$ cat src/rtl/bigblade_clk_gen_tag_seq.sv
// rtl/bigblade_clk_gen_tag_seq.sv - bsg_tag serial sequencer for one clock-generator instance
module bigblade_clk_gen_tag_seq #(
  parameter int ds_width_p      = 8,
  parameter int osc_width_p     = 5,
  parameter int node_id_width_p = 5,
  parameter int len_width_p     = 4,
  parameter int gap_cycles_p    = 4,
  parameter int id_reset_p      = 0,
  parameter int id_sel_p        = 1,
  parameter int id_osc_p        = 2,
  parameter int id_trig_p       = 3,
  parameter int id_ds_p         = 4
) (
  input  logic                   clk_i,
  input  logic                   reset_n_i,
  input  logic                   start_i,
  input  logic                   init_i,
  input  logic [osc_width_p-1:0] osc_i,
  input  logic [ds_width_p-1:0]  ds_i,
  input  logic [1:0]             sel_i,
  output logic                   tag_data_o,
  output logic                   busy_o,
  output logic                   done_o
);

  localparam int pay_a_lp  = (ds_width_p + 1 > osc_width_p) ? ds_width_p + 1 : osc_width_p;
  localparam int pay_w_lp  = (pay_a_lp > 2) ? pay_a_lp : 2;
  localparam int fmax_a_lp = (gap_cycles_p > node_id_width_p) ? gap_cycles_p : node_id_width_p;
  localparam int fmax_b_lp = (len_width_p > pay_w_lp) ? len_width_p : pay_w_lp;
  localparam int fmax_lp   = (fmax_a_lp > fmax_b_lp) ? fmax_a_lp : fmax_b_lp;
  localparam int cnt_w_lp  = $clog2(fmax_lp + 1);

  localparam logic [3:0] first_cfg_lp = 4'd5;
  localparam logic [3:0] last_pkt_lp  = 4'd12;

  localparam logic [2:0] idle_s    = 3'd0;
  localparam logic [2:0] gap_s     = 3'd1;
  localparam logic [2:0] start_s   = 3'd2;
  localparam logic [2:0] id_s      = 3'd3;
  localparam logic [2:0] dnr_s     = 3'd4;
  localparam logic [2:0] len_s     = 3'd5;
  localparam logic [2:0] payload_s = 3'd6;
  localparam logic [2:0] done_s    = 3'd7;

  logic [2:0]             state_r;
  logic [cnt_w_lp-1:0]    bit_cnt_r;
  logic [3:0]             pkt_idx_r;
  logic [osc_width_p-1:0] osc_r;
  logic [ds_width_p-1:0]  ds_r;
  logic [1:0]             sel_r;

  logic [node_id_width_p-1:0] pkt_id;
  logic [len_width_p-1:0]     pkt_len;
  logic                       pkt_dnr;
  logic [pay_w_lp-1:0]        pkt_pay;

  // Packets 0..4 clear each client (dnr=0, zero payload); 5..12 program it.
  always_comb begin
    pkt_id  = '0;
    pkt_len = '0;
    pkt_dnr = (pkt_idx_r >= first_cfg_lp);
    pkt_pay = '0;
    case (pkt_idx_r)
      4'd0:  begin pkt_id = node_id_width_p'(id_reset_p); pkt_len = len_width_p'(1); end
      4'd1:  begin pkt_id = node_id_width_p'(id_sel_p);   pkt_len = len_width_p'(2); end
      4'd2:  begin pkt_id = node_id_width_p'(id_osc_p);   pkt_len = len_width_p'(osc_width_p); end
      4'd3:  begin pkt_id = node_id_width_p'(id_trig_p);  pkt_len = len_width_p'(1); end
      4'd4:  begin pkt_id = node_id_width_p'(id_ds_p);    pkt_len = len_width_p'(ds_width_p + 1); end
      4'd5:  begin pkt_id = node_id_width_p'(id_reset_p); pkt_len = len_width_p'(1); pkt_pay = pay_w_lp'(1); end
      4'd6:  begin pkt_id = node_id_width_p'(id_osc_p);   pkt_len = len_width_p'(osc_width_p); pkt_pay = pay_w_lp'(osc_r); end
      4'd7:  begin pkt_id = node_id_width_p'(id_trig_p);  pkt_len = len_width_p'(1); pkt_pay = pay_w_lp'(1); end
      4'd8:  begin pkt_id = node_id_width_p'(id_trig_p);  pkt_len = len_width_p'(1); end
      4'd9:  begin pkt_id = node_id_width_p'(id_ds_p);    pkt_len = len_width_p'(ds_width_p + 1); pkt_pay = pay_w_lp'({ds_r, 1'b1}); end
      4'd10: begin pkt_id = node_id_width_p'(id_ds_p);    pkt_len = len_width_p'(ds_width_p + 1); pkt_pay = pay_w_lp'({ds_r, 1'b0}); end
      4'd11: begin pkt_id = node_id_width_p'(id_reset_p); pkt_len = len_width_p'(1); end
      4'd12: begin pkt_id = node_id_width_p'(id_sel_p);   pkt_len = len_width_p'(2); pkt_pay = pay_w_lp'(sel_r); end
      default: ;
    endcase
  end

  int         field_len;
  logic [2:0] field_next;
  logic       last_bit;

  always_comb begin
    field_len  = 1;
    field_next = idle_s;
    case (state_r)
      gap_s:     begin field_len = gap_cycles_p;    field_next = start_s;   end
      start_s:   begin field_len = 1;               field_next = id_s;      end
      id_s:      begin field_len = node_id_width_p; field_next = dnr_s;     end
      dnr_s:     begin field_len = 1;               field_next = len_s;     end
      len_s:     begin field_len = len_width_p;     field_next = payload_s; end
      payload_s: begin field_len = int'(pkt_len);   field_next = gap_s;     end
      default: ;
    endcase
    last_bit = (int'(bit_cnt_r) == field_len - 1);
  end

  always_ff @(posedge clk_i or negedge reset_n_i) begin
    if (!reset_n_i) begin
      state_r   <= idle_s;
      bit_cnt_r <= '0;
      pkt_idx_r <= '0;
      osc_r     <= '0;
      ds_r      <= '0;
      sel_r     <= '0;
    end else begin
      case (state_r)
        idle_s: begin
          if (start_i) begin
            osc_r     <= osc_i;
            ds_r      <= ds_i;
            sel_r     <= sel_i;
            pkt_idx_r <= init_i ? 4'd0 : first_cfg_lp;
            bit_cnt_r <= '0;
            state_r   <= gap_s;
          end
        end
        gap_s, start_s, id_s, dnr_s, len_s: begin
          if (last_bit) begin
            bit_cnt_r <= '0;
            state_r   <= field_next;
          end else begin
            bit_cnt_r <= bit_cnt_r + cnt_w_lp'(1);
          end
        end
        payload_s: begin
          if (last_bit) begin
            bit_cnt_r <= '0;
            if (pkt_idx_r == last_pkt_lp) begin
              state_r <= done_s;
            end else begin
              pkt_idx_r <= pkt_idx_r + 4'd1;
              state_r   <= gap_s;
            end
          end else begin
            bit_cnt_r <= bit_cnt_r + cnt_w_lp'(1);
          end
        end
        default: state_r <= idle_s;
      endcase
    end
  end

  logic [node_id_width_p-1:0] id_sh;
  logic [len_width_p-1:0]     len_sh;
  logic [pay_w_lp-1:0]        pay_sh;

  assign id_sh  = pkt_id >> bit_cnt_r;
  assign len_sh = pkt_len >> bit_cnt_r;
  assign pay_sh = pkt_pay >> bit_cnt_r;

  // Output is a pure decode of registered state, so async reset forces it low at once.
  always_comb begin
    tag_data_o = 1'b0;
    case (state_r)
      start_s:   tag_data_o = 1'b1;
      id_s:      tag_data_o = id_sh[0];
      dnr_s:     tag_data_o = pkt_dnr;
      len_s:     tag_data_o = len_sh[0];
      payload_s: tag_data_o = pay_sh[0];
      default:   tag_data_o = 1'b0;
    endcase
  end

  assign busy_o = (state_r != idle_s) && (state_r != done_s);
  assign done_o = (state_r == done_s);

endmodule

$ cat config.mk
export PLATFORM = sky130hd
export DESIGN_NAME = bigblade_clk_gen_tag_seq
export DESIGN_NICKNAME = d
export VERILOG_FILES = /design/src/rtl/bigblade_clk_gen_tag_seq.sv
export SDC_FILE = /design/constraint.sdc
export NUM_CORES = 1
export LEC_CHECK = 0
export ABC_AREA = 1
export CORE_MARGIN = 8
export CORE_UTILIZATION = 55
export DETAILED_ROUTE_END_ITERATION = 12
export DONT_BUFFER_PORTS = 1
export PLACE_DENSITY = 0.7
export SETUP_SLACK_MARGIN = 0.5
export SLEW_MARGIN = 10
export SYNTH_ARGS = -nofsm -noshare
export SYNTH_HDL_FRONTEND = slang
export SYNTH_SLANG_ARGS = --single-unit
export TNS_END_PERCENT = 20
$ cat constraint.sdc
create_clock -name clk_i -period 8.13 [get_ports clk_i]
set_clock_uncertainty 0.1 [all_clocks]
set_input_delay 0.4065 -clock clk_i [delete_from_list [all_inputs] [get_ports clk_i]]
set_output_delay 0.4065 -clock clk_i [all_outputs]
set_load 0.05 [all_outputs]
== Word level (Yosys, flattened, before mapping) ==
Cells that the tools add are included.

* Register bits: 26
* Bits of input ports: 19
* Output and inout port bits: 3

* Add/subtract/negate cells: 3
* Order comparisons: 1
* Equal/unequal tests: 25
* Shift-type cells: 3
* Muxes and demuxes: 19
* Reductions and logical operators: 19

{| class="wikitable"
|+ Operators by type and width
! operator !! number
|-
| one-hot mux 9 bit (5 select lines) || 1
|-
| equality test 5 x 32 -> 1 bit || 1
|-
| subtractor 32 x 2 -> 32 bit (second input constant) || 1
|-
| equality test 4 bit (second input constant) || 5
|-
| two-way mux 4 bit || 5
|-
| equality test 4 x 3 -> 1 bit (second input constant) || 4
|-
| one-hot mux 4 bit (2 select lines) || 2
|-
| one-hot mux 4 bit (4 select lines) || 1
|-
| two-way mux 3 bit || 5
|-
| one-hot mux 3 bit (5 select lines) || 1
|-
| equality test 3 bit (second input constant) || 4
|-
| one-hot mux 3 bit (4 select lines) || 1
|-
| one-hot mux 4 bit (3 select lines) || 1
|-
| OR reduction 6 bit || 2
|-
| one-hot mux 3 bit (3 select lines) || 1
|-
| right shift 9 x 4 -> 1 bit || 1
|-
| adder 4 x 1 -> 4 bit (second input constant) || 2
|-
| equality test 4 x 2 -> 1 bit (second input constant) || 2
|-
| inequality test 2 bit (second input constant) || 4
|-
| OR reduction 2 bit || 4
|-
| equality test 3 x 2 -> 1 bit (second input constant) || 2
|-
| OR reduction 3 bit || 2
|-
| one-hot mux 1 bit (5 select lines) || 1
|-
| OR reduction 5 bit || 1
|-
| 14 further kinds || 16
|}

== Logic depth before layout (Yosys ltp) ==
Gate-level depths: netlist of the first run.

* Depth after elaboration: 8
* Depth in mapped cells: 22

== Worst setup path before layout of the first run ==
No wires, ideal clock.

* Path kind: reg-to-reg
* Start point: register pkt_idx_r[0]
* End point: register pkt_idx_r[0]
* Library setup time: 0.117 ns
* Arrival time: 2.443 ns
* Required time: 7.913 ns
* Setup slack: 5.470 ns
* Stages on the path, launching flop included: 23
* Path buffers: 0
* Period minus slack after synthesis: 2.660 ns
* Cell sequence: dfrtp_1 > inv_1 > ha_1 > inv_1 > nand2_1 > nand2_2 > nand2_2 > nor2_2 > nand3_2 > nand2_2 > nand2_1 > inv_1 > ha_1 > a21oi_1 > o211ai_1 > nor2_1 > nand2_1 > nor2_2 > nand3_4 > nand2_4 > nand2_4 > nand2_1 > nand2_1

* Longest elaborated chain between the ends: 8

{| class="wikitable"
|+ RTL lines
! what !! RTL line !! RTL
|-
| from (decl) || 47 || <nowiki>logic [3:0] pkt_idx_r;</nowiki>
|-
| from (signal assigned) || 115 || <nowiki>pkt_idx_r <= init_i ? 4'd0 : first_cfg_lp;</nowiki>
|-
| from (signal assigned) || 134 || <nowiki>pkt_idx_r <= pkt_idx_r + 4'd1;</nowiki>
|-
| equality test 4 x 3 -> 1 bit, or another cell as far along || 63 || <nowiki>case (pkt_idx_r)</nowiki>
|-
| OR reduction 6 bit (no line), or another cell as far along || -- ||
|-
| one-hot mux 4 bit (4 select lines) || 63 ||
|-
| one-hot mux 4 bit (3 select lines) || 88 || <nowiki>case (state_r)</nowiki>
|-
| subtractor 32 x 2 -> 32 bit || 97 || <nowiki>last_bit = (int'(bit_cnt_r) == field_len - 1);</nowiki>
|-
| equality test 5 x 32 -> 1 bit || 97 ||
|-
| inequality test 2 bit (no line) || -- ||
|-
| AND reduction 4 bit (no line) || -- ||
|}

Several ways; a longest one is shown, not always the timed one. The select of a mux whose other input is x is not followed.
A chain may end at the register's enable or synchronous reset.

== Worst setup path in the final report of the first run ==
* Start point: register pkt_idx_r[0]
* End point: output port tag_data_o

* Longest elaborated chain between the ends: 5

{| class="wikitable"
|+ RTL lines
! what !! RTL line !! RTL
|-
| equality test 4 x 3 -> 1 bit, or another cell as far along || 63 ||
|-
| OR reduction 2 bit (no line), or another cell as far along || -- ||
|-
| one-hot mux 9 bit (5 select lines), or another cell as far along || 63 ||
|-
| right shift 9 x 4 -> 1 bit, or another cell as far along || 152 || <nowiki>assign pay_sh = pkt_pay >> bit_cnt_r;</nowiki>
|-
| one-hot mux 1 bit (5 select lines) (*) || 157 || <nowiki>case (state_r)</nowiki>
|-
| to (decl) || 21 || <nowiki>output logic tag_data_o,</nowiki>
|}

Every way passes the cells marked *; elsewhere a longest branch is shown, timed or not.

==> flow_metrics.env, run 1 <==
export IMPL_run_status="finished clean"
export IMPL_die_h_um=76.0
export IMPL_fp_dieW_um=76.0
export IMPL_path_class="reg2out"
export IMPL_crit_chain="inv_1 > ha_1 > nand3_1 > nand2_1 > nor2_1 > nor2_1 > nor2_1 > nand3_1 > nand2_1 > nand2_1 > nand2_1 > nand2_1 > nand2_1 > nand2_1 > nand2_1 > nand2_1"
export IMPL_cp_end_kind="primary output"
export IMPL_synth_main_ff_cell="dfrtp_1"
export IMPL_drv_cap=0
export IMPL_relSlewSlack=0.363
export IMPL_muxShareOfSynthArea=0
export IMPL_areaGrowthSynthToFinish_pct=4.30
export IMPL_start_util=0.584
export IMPL_finalNonFillerCells=344
export IMPL_fmax_mhz=319
export IMPL_drc=0
export IMPL_core_area_um2=3390
export IMPL_yosys_area_share_simple=0.439
export IMPL_period_needed_ns=3.14
export IMPL_synthAdderAreaFrac=0.0506
export IMPL_wire_per_inst_um=12.3
export IMPL_path_buf_inv=1
export IMPL_critPathRequiredTime_ns=7.62
export IMPL_grt_start_max_net_pins=27
export IMPL_drt_iter0_drc=68
export IMPL_fin_crit_sh=0.386
export IMPL_critPathLaunch="pkt_idx_r[0]"
export IMPL_ys_seq_elements=26
export IMPL_grt_pass1_wl_um=7570
export IMPL_arrival_ns=2.63
export IMPL_synth_compound_area_frac=0.0727
export IMPL_numCtsBuffers=3
export IMPL_endpoint="tag_data_o"
export IMPL_synth_yosys_seq_area_share=0.329
export IMPL_syn_inst=298
export IMPL_diodes=0
export IMPL_htree_levels=1
export IMPL_clkLatencyLatePin_ns=0.33
export IMPL_cpMostUsedCell="nand2_1"
export IMPL_tns_ns=0
export IMPL_grt_pass1_vias=1717
export IMPL_cp_max_fo=6
export IMPL_die_area_um2=5770
export IMPL_async_flop_share=1.00
export IMPL_cts_tree="built"
export IMPL_numClockSinks=26
export IMPL_worst_slack_ns=4.99
export IMPL_place_hpwl_um=3300
export IMPL_cts_resized=0
export IMPL_pin_count=22
export IMPL_drt_antenna_violating_nets=0
export IMPL_report_final_slew_viol_count=0
export IMPL_cp_slowest_cell="dfrtp_1"
export IMPL_drive_gt1_frac=0.104
export IMPL_hold_path_class="in2reg"
export IMPL_p_per_area_nw_per_um2=328
export IMPL_cp_depth=16
export IMPL_reg2reg_slack_ns=5.16
export IMPL_viasPerCell=5.17
export IMPL_cts_setup_buffers=0
export IMPL_totalPowerFinal_uw=676
export IMPL_totalWireLength_um=4230
export IMPL_fillCellCount=337
export IMPL_crit_path_max_incr_delay_ns=0.47
export IMPL_syn_cell_area_um2=1980
export IMPL_vdd_drop_max_uv=147
export IMPL_final_core_util=0.609
export IMPL_final_nets=326
export IMPL_synth_distinct_cells=31
export IMPL_synth_xor_xnor_area_share=0.0215
export IMPL_vias=1777
export IMPL_regToRegStartpoint="state_r[0]"
export IMPL_hold_violations=0
export IMPL_firstDrtPassIters=4
export IMPL_place_ws_ns=5.18
export IMPL_ys_warnings_count=0
export IMPL_syn_avg_cell_area_um2=6.64
export IMPL_dp_cells=338
export IMPL_num_rows=21
export IMPL_total_leakage_power_nw=1.13
export IMPL_synth_edf_count=0
export IMPL_synth_net_count=325
export IMPL_worst_pin_slew_ns=0.952
export IMPL_antenna_found_initial=0
export IMPL_worstSetupStartpointType="register"
export IMPL_synth_top_family_by_area="simple AND/OR/NAND/NOR gates"
export IMPL_io_buffers=0
export IMPL_r2r_cells=19
export IMPL_rsz0062_at_grt="no"
export IMPL_clkSlewWorstSetupHoldPaths_ns=0.14
export IMPL_grtUsageTotal=0.153
export IMPL_gp_congestion=0.866
export IMPL_cts_root_buf="clkbuf_4"
export IMPL_critPathTopFamily="simple AND/OR/NAND/NOR gates"
export IMPL_timing_rr_end="pkt_idx_r[2]"
export IMPL_ctsLongestPathBuffers=2
export IMPL_setup_viol=0
export IMPL_gr_total_overflow=0
-- metrics by stage --
stage / cell area (µm²) / hold WS (ns)
5_1_grt: 2060 / 0.0589
2_1_floorplan: 1980 / 0.0109
6_report: 2060 / 0.0836
3_5_place_dp: 2000 / 0.0117
3_3_place_gp: 2000 / 0.0116
4_1_cts: 2060 / 0.0768
-- cell usage after synthesis (2+ instances only) --
library cell,number,area share
nand2_4,3,0.017
nand4_1,5,0.016
nor2_2,4,0.013
buf_4,3,0.011
clkbuf_1,2,0.0038
o21ai_1,4,0.010
nand2_1,120,0.23
ha_1,8,0.051
a21oi_1,10,0.025
xor2_1,3,0.013
o211ai_1,2,0.0076
nand3b_1,2,0.0076
nand2_2,7,0.022
o21ai_0,9,0.023
nand3_2,2,0.010
inv_2,4,0.0076
nor2_1,18,0.034
dfrtp_1,26,0.33
nand3_1,28,0.071
inv_1,27,0.051
-- what timing repair did --
item                                    in CTS  in global routing
hold endpoints to repair                    26                  0
endpoints found under the setup margin       0                  0
hold buffers                                 2                  0
-- worst register-to-register path, delay by kind of cell (launching register included) --
family | cells | cell delay (ns)
compound gates | 3 | 0.28
fa+ha+maj | 1 | 0.28
buf+inv | 3 | 0.47
flops | 1 | 0.48
simple gates | 12 | 1.26
-- where the power goes --
group | switching, mW | internal [mW] | total, mW
sequential | 0.0575 | 0.181 | 0.239
combinational | 0.240 | 0.130 | 0.371
clock | 0.0392 | 0.0274 | 0.0667
-- registers in the layout, summed over array words and instances, names as in the netlist --
name	cells
bit_cnt_r	4
osc_r	5
sel_r	2
ds_r	8
state_r	3
pkt_idx_r	4
-- kinds of logic after synthesis --
group           Yosys count
compound gates           27
fa+ha+maj                 8
buf+inv                  40
flops                    26
simple gates            193
xor+xnor                  4
-- worst min-delay path by stage --
stage | endpoint | start | cells past startpoint | slack (ns)
6_report | osc_r[2] | osc_i[2] | 2 | 0.08
3_5_place_dp | osc_r[1] | reset_n_i | 0 | 0.01
2_1_floorplan | bit_cnt_r[0] | reset_n_i | 0 | 0.01
4_1_cts | osc_r[2] | osc_i[2] | 2 | 0.08
3_3_place_gp | sel_r[1] | reset_n_i | 0 | 0.01
5_1_grt | ds_r[1] | ds_i[1] | 2 | 0.06
-- metal layers --
metal | GRT usage | vias to the layer above | share of wire
li1 | - | 947 | -
met3 | 0.0318 | 4 | 0.040
met2 | 0.253 | 30 | 0.46
met1 | 0.199 | 796 | 0.49
met4 | 0.0294 | 0 | 0.0069
met5 | 0 | - | 0
-- layout make-up --
cell class	instances	area, µm²	share of cell area
tap	46	57.6	0.0279
inverter	33	126	0.0612
timing repair buffer	3	37.5	0.0182
sequential	26	651	0.315
multi-input combinational	232	1150	0.560
clock buffer	4	36.3	0.0176
-- cell usage in the layout, fill, tap and decap left out --
| master | instances |
|---|---|
| and3_1 | 1 |
| nand3_2 | 2 |
| xor2_1 | 3 |
| a21oi_1 | 10 |
| nand3_4 | 1 |
| xor2_2 | 1 |
| inv_4 | 1 |
| clkbuf_8 | 1 |
| buf_12 | 1 |
| o21ai_1 | 4 |
| o211ai_1 | 2 |
| nand4_1 | 5 |
| clkbuf_4 | 3 |
| clkinv_1 | 1 |
| nand3b_1 | 2 |
| o21ai_0 | 9 |
| nand2_1 | 120 |
| ha_1 | 8 |
| inv_1 | 27 |
| nor2_4 | 1 |
| buf_4 | 1 |
| o31ai_1 | 1 |
| nand2_2 | 7 |
| o22ai_1 | 1 |
| nand3_1 | 28 |
| nand2_4 | 3 |
| dfrtp_1 | 26 |
| dlygate4sd3_1 | 1 |
| inv_2 | 4 |
| nor2_2 | 4 |
| nor2_1 | 18 |
| or2_2 | 1 |
(Power assumes the default switching activity.)
==> run 2: changes to the inputs <==
Clock period 8.13 ns to 3.15 ns, I/O delays scaled along.
==> flow_metrics.env, run 2 (synthesized netlist as in run 1, its figures left out) <==
export IMPL_power_switching_uw=965
export IMPL_p_sw_frac=0.471
export IMPL_die_h_um=76.0
export IMPL_grt_pass1_vias=1914
export IMPL_largest_register_ffs=8
export IMPL_cts_root_buf="clkbuf_4"
export IMPL_clkLatencyLatePin_ns=0.34
export IMPL_pwr_share_clk=0.115
export IMPL_drt_antenna_violating_nets=0
export IMPL_max_flop_register="ds_r"
export IMPL_ctsLongestPathBuffers=2
export IMPL_numCtsBuffers=3
export IMPL_drt_iter0_drc=102
export IMPL_relSlewSlack=0.714
export IMPL_die_area_um2=5770
export IMPL_hold_path_class="in2reg"
export IMPL_crit_chain="inv_4 > ha_4 > inv_2 > nand2_2 > nand2_2 > nand2_2 > nor2_4 > nand3_2 > nand2_4 > nand2_4 > inv_4 > ha_4 > a21oi_2 > o211ai_1 > nor2_1 > nand2_1 > nor2_2 > nand3_4 > nand2_4 > nand2_4 > nand2_2 > nand2_1"
export IMPL_totalPowerFinal_mw=2.05
export IMPL_period_needed_ns=2.72
export IMPL_combPwrFrac=0.577
export IMPL_cts_tree="built"
export IMPL_drc=0
export IMPL_fin_crit_sh=0.862
export IMPL_cp_max_fo=5
export IMPL_drive_gt1_frac=0.229
export IMPL_start_util=0.584
export IMPL_final_core_util=0.731
export IMPL_fmax_mhz=368
export IMPL_fp_dieW_um=76.0
export IMPL_critPathRequiredTime_ns=3.29
export IMPL_grt_start_max_net_pins=27
export IMPL_dp_cells=342
export IMPL_cp_end_kind="register"
export IMPL_setup_viol=0
export IMPL_grt_pass1_wl_um=8380
export IMPL_areaGrowthSynthToFinish_pct=25.3
export IMPL_numClockSinks=26
export IMPL_mostFrequentLayoutCell="nand2_1"
export IMPL_antenna_found_initial=0
export IMPL_place_hpwl_um=3300
export IMPL_crit_path_max_incr_delay_ns=0.47
export IMPL_gp_congestion=0.863
export IMPL_final_nets=356
export IMPL_grtUsageTotal=0.169
export IMPL_total_leakage_power_nw=1.28
export IMPL_p_seq_frac=0.308
export IMPL_htree_levels=1
export IMPL_gr_total_overflow=0
export IMPL_mostFrequentLayoutCells="nand2_1 (112), nand3_1 (25), inv_1 (22)"
export IMPL_totalWireLength_um=4770
export IMPL_num_rows=21
export IMPL_worst_slack_ns=0.434
export IMPL_hold_violations=0
export IMPL_cp_slowest_cell="dfrtp_2"
export IMPL_p_per_area_nw_per_um2=826
export IMPL_io_buffers=0
export IMPL_wire_per_inst_um=12.8
export IMPL_core_area_um2=3390
export IMPL_worst_pin_slew_ns=0.426
export IMPL_vias=1912
export IMPL_finalNonFillerCells=374
export IMPL_viasPerCell=5.11
export IMPL_place_ws_ns=0.229
export IMPL_diodes=0
export IMPL_path_class="reg2reg"
export IMPL_clkSlewWorstSetupHoldPaths_ns=0.14
export IMPL_vdd_drop_max_uv=379
export IMPL_arrival_ns=2.86
export IMPL_tns_ns=0
export IMPL_fillCellCount=271
export IMPL_run_status="finished clean"
export IMPL_report_final_slew_viol_count=0
export IMPL_p_int_mw=1.08
export IMPL_reg_largest_list="ds_r: 8 flops, osc_r: 5 flops"
export IMPL_rsz0062_at_grt="yes"
export IMPL_firstDrtPassIters=4
export IMPL_pin_count=22
export IMPL_worstSetupStartpointType="register"
export IMPL_drv_cap=0
[run 2: changes by cell type in the layout (fill, tap and decap cells not counted), moves of 3 or more]
cell	previous run	this run
buf_4	1	16
dfrtp_1	26	21
dfrtp_2	0	5
dlygate4sd3_1	1	16
ha_1	8	3
ha_4	0	4
inv_1	27	22
inv_4	1	4
nand2_1	120	112
nand2_2	7	12
nand2_4	3	6
nand3_1	28	25
nand3_2	2	5
[run 2: path summary, 6_finish.rpt]
kind                         startpoint  cells after the start  slack, ns            to
max reg2reg                pkt_idx_r[0]                     22       0.43  pkt_idx_r[2]
min                              init_i                      4       0.02  pkt_idx_r[2]
min in group asynchronous     reset_n_i                      2       0.15  bit_cnt_r[0]
max                        pkt_idx_r[0]                     22       0.43  pkt_idx_r[2]
max in group asynchronous     reset_n_i                      2       2.64  pkt_idx_r[1]
min reg2reg                     ds_r[7]                      2       0.39       ds_r[7]
[run 2: worst max-delay path: cells and delay by family (launching register included)]
kind                       cells  cell delay (ns)
and+or+nand+nor               15             1.28
adders and majority gates      2             0.36
AOI/OAI and AO/OA              2             0.21
DFF                            1             0.47
buffers and inverters          3             0.17
[run 2: routing by layer]
metal | GRT usage | routed length (µm) | up-vias | part of all wire
met5 | 0 | 0 | - | 0
met4 | 0.0392 | 36 | 0 | 0.0075
met3 | 0.0259 | 153 | 4 | 0.032
met2 | 0.280 | 2290 | 35 | 0.48
met1 | 0.222 | 2290 | 876 | 0.48
li1 | - | - | 997 | -
[run 2: power by group through the flow]
stage,logic (mW),registers [mW],clock network [mW]
CTS,1.11,0.623,0.242
detailed placement,0.961,0.622,0
floorplan,0.834,0.557,0
global placement,0.946,0.621,0
finish,1.18,0.631,0.237
global route,1.35,0.654,0.247
[run 2: what timing repair did]
action / 4_1_cts / 5_1_grt
cloned: 0 / 0
setup endpoints to repair: 12 / 12
endpoints found under the hold margin: 41 / 0
hold buffers: 17 / 0
pin swaps: 17 / 17
setup buffers: 7 / 4
resized for setup: 25 / 14
[run 2: area by class of cell]
type / count / area, µm² / area share
Clock buffer: 3 / 22.5 / 0.00909
Tap cell: 46 / 57.6 / 0.0232
Sequential cell: 26 / 657 / 0.265
Timing Repair Buffer: 33 / 300 / 0.121
Multi-Input combinational cell: 232 / 1280 / 0.515
Clock inverter: 1 / 30.0 / 0.0121
Inverter: 33 / 134 / 0.0540
[run 2: through the flow]
| stage | hold WS [ns] | cell area, µm² |
|---|---|---|
| floorplan | -0.238 | 1980 |
| detailed placement | -0.237 | 2030 |
| finish | 0.0234 | 2480 |
| global placement | -0.237 | 2030 |
| CTS | 0.0237 | 2410 |
| global route | 0.0445 | 2480 |
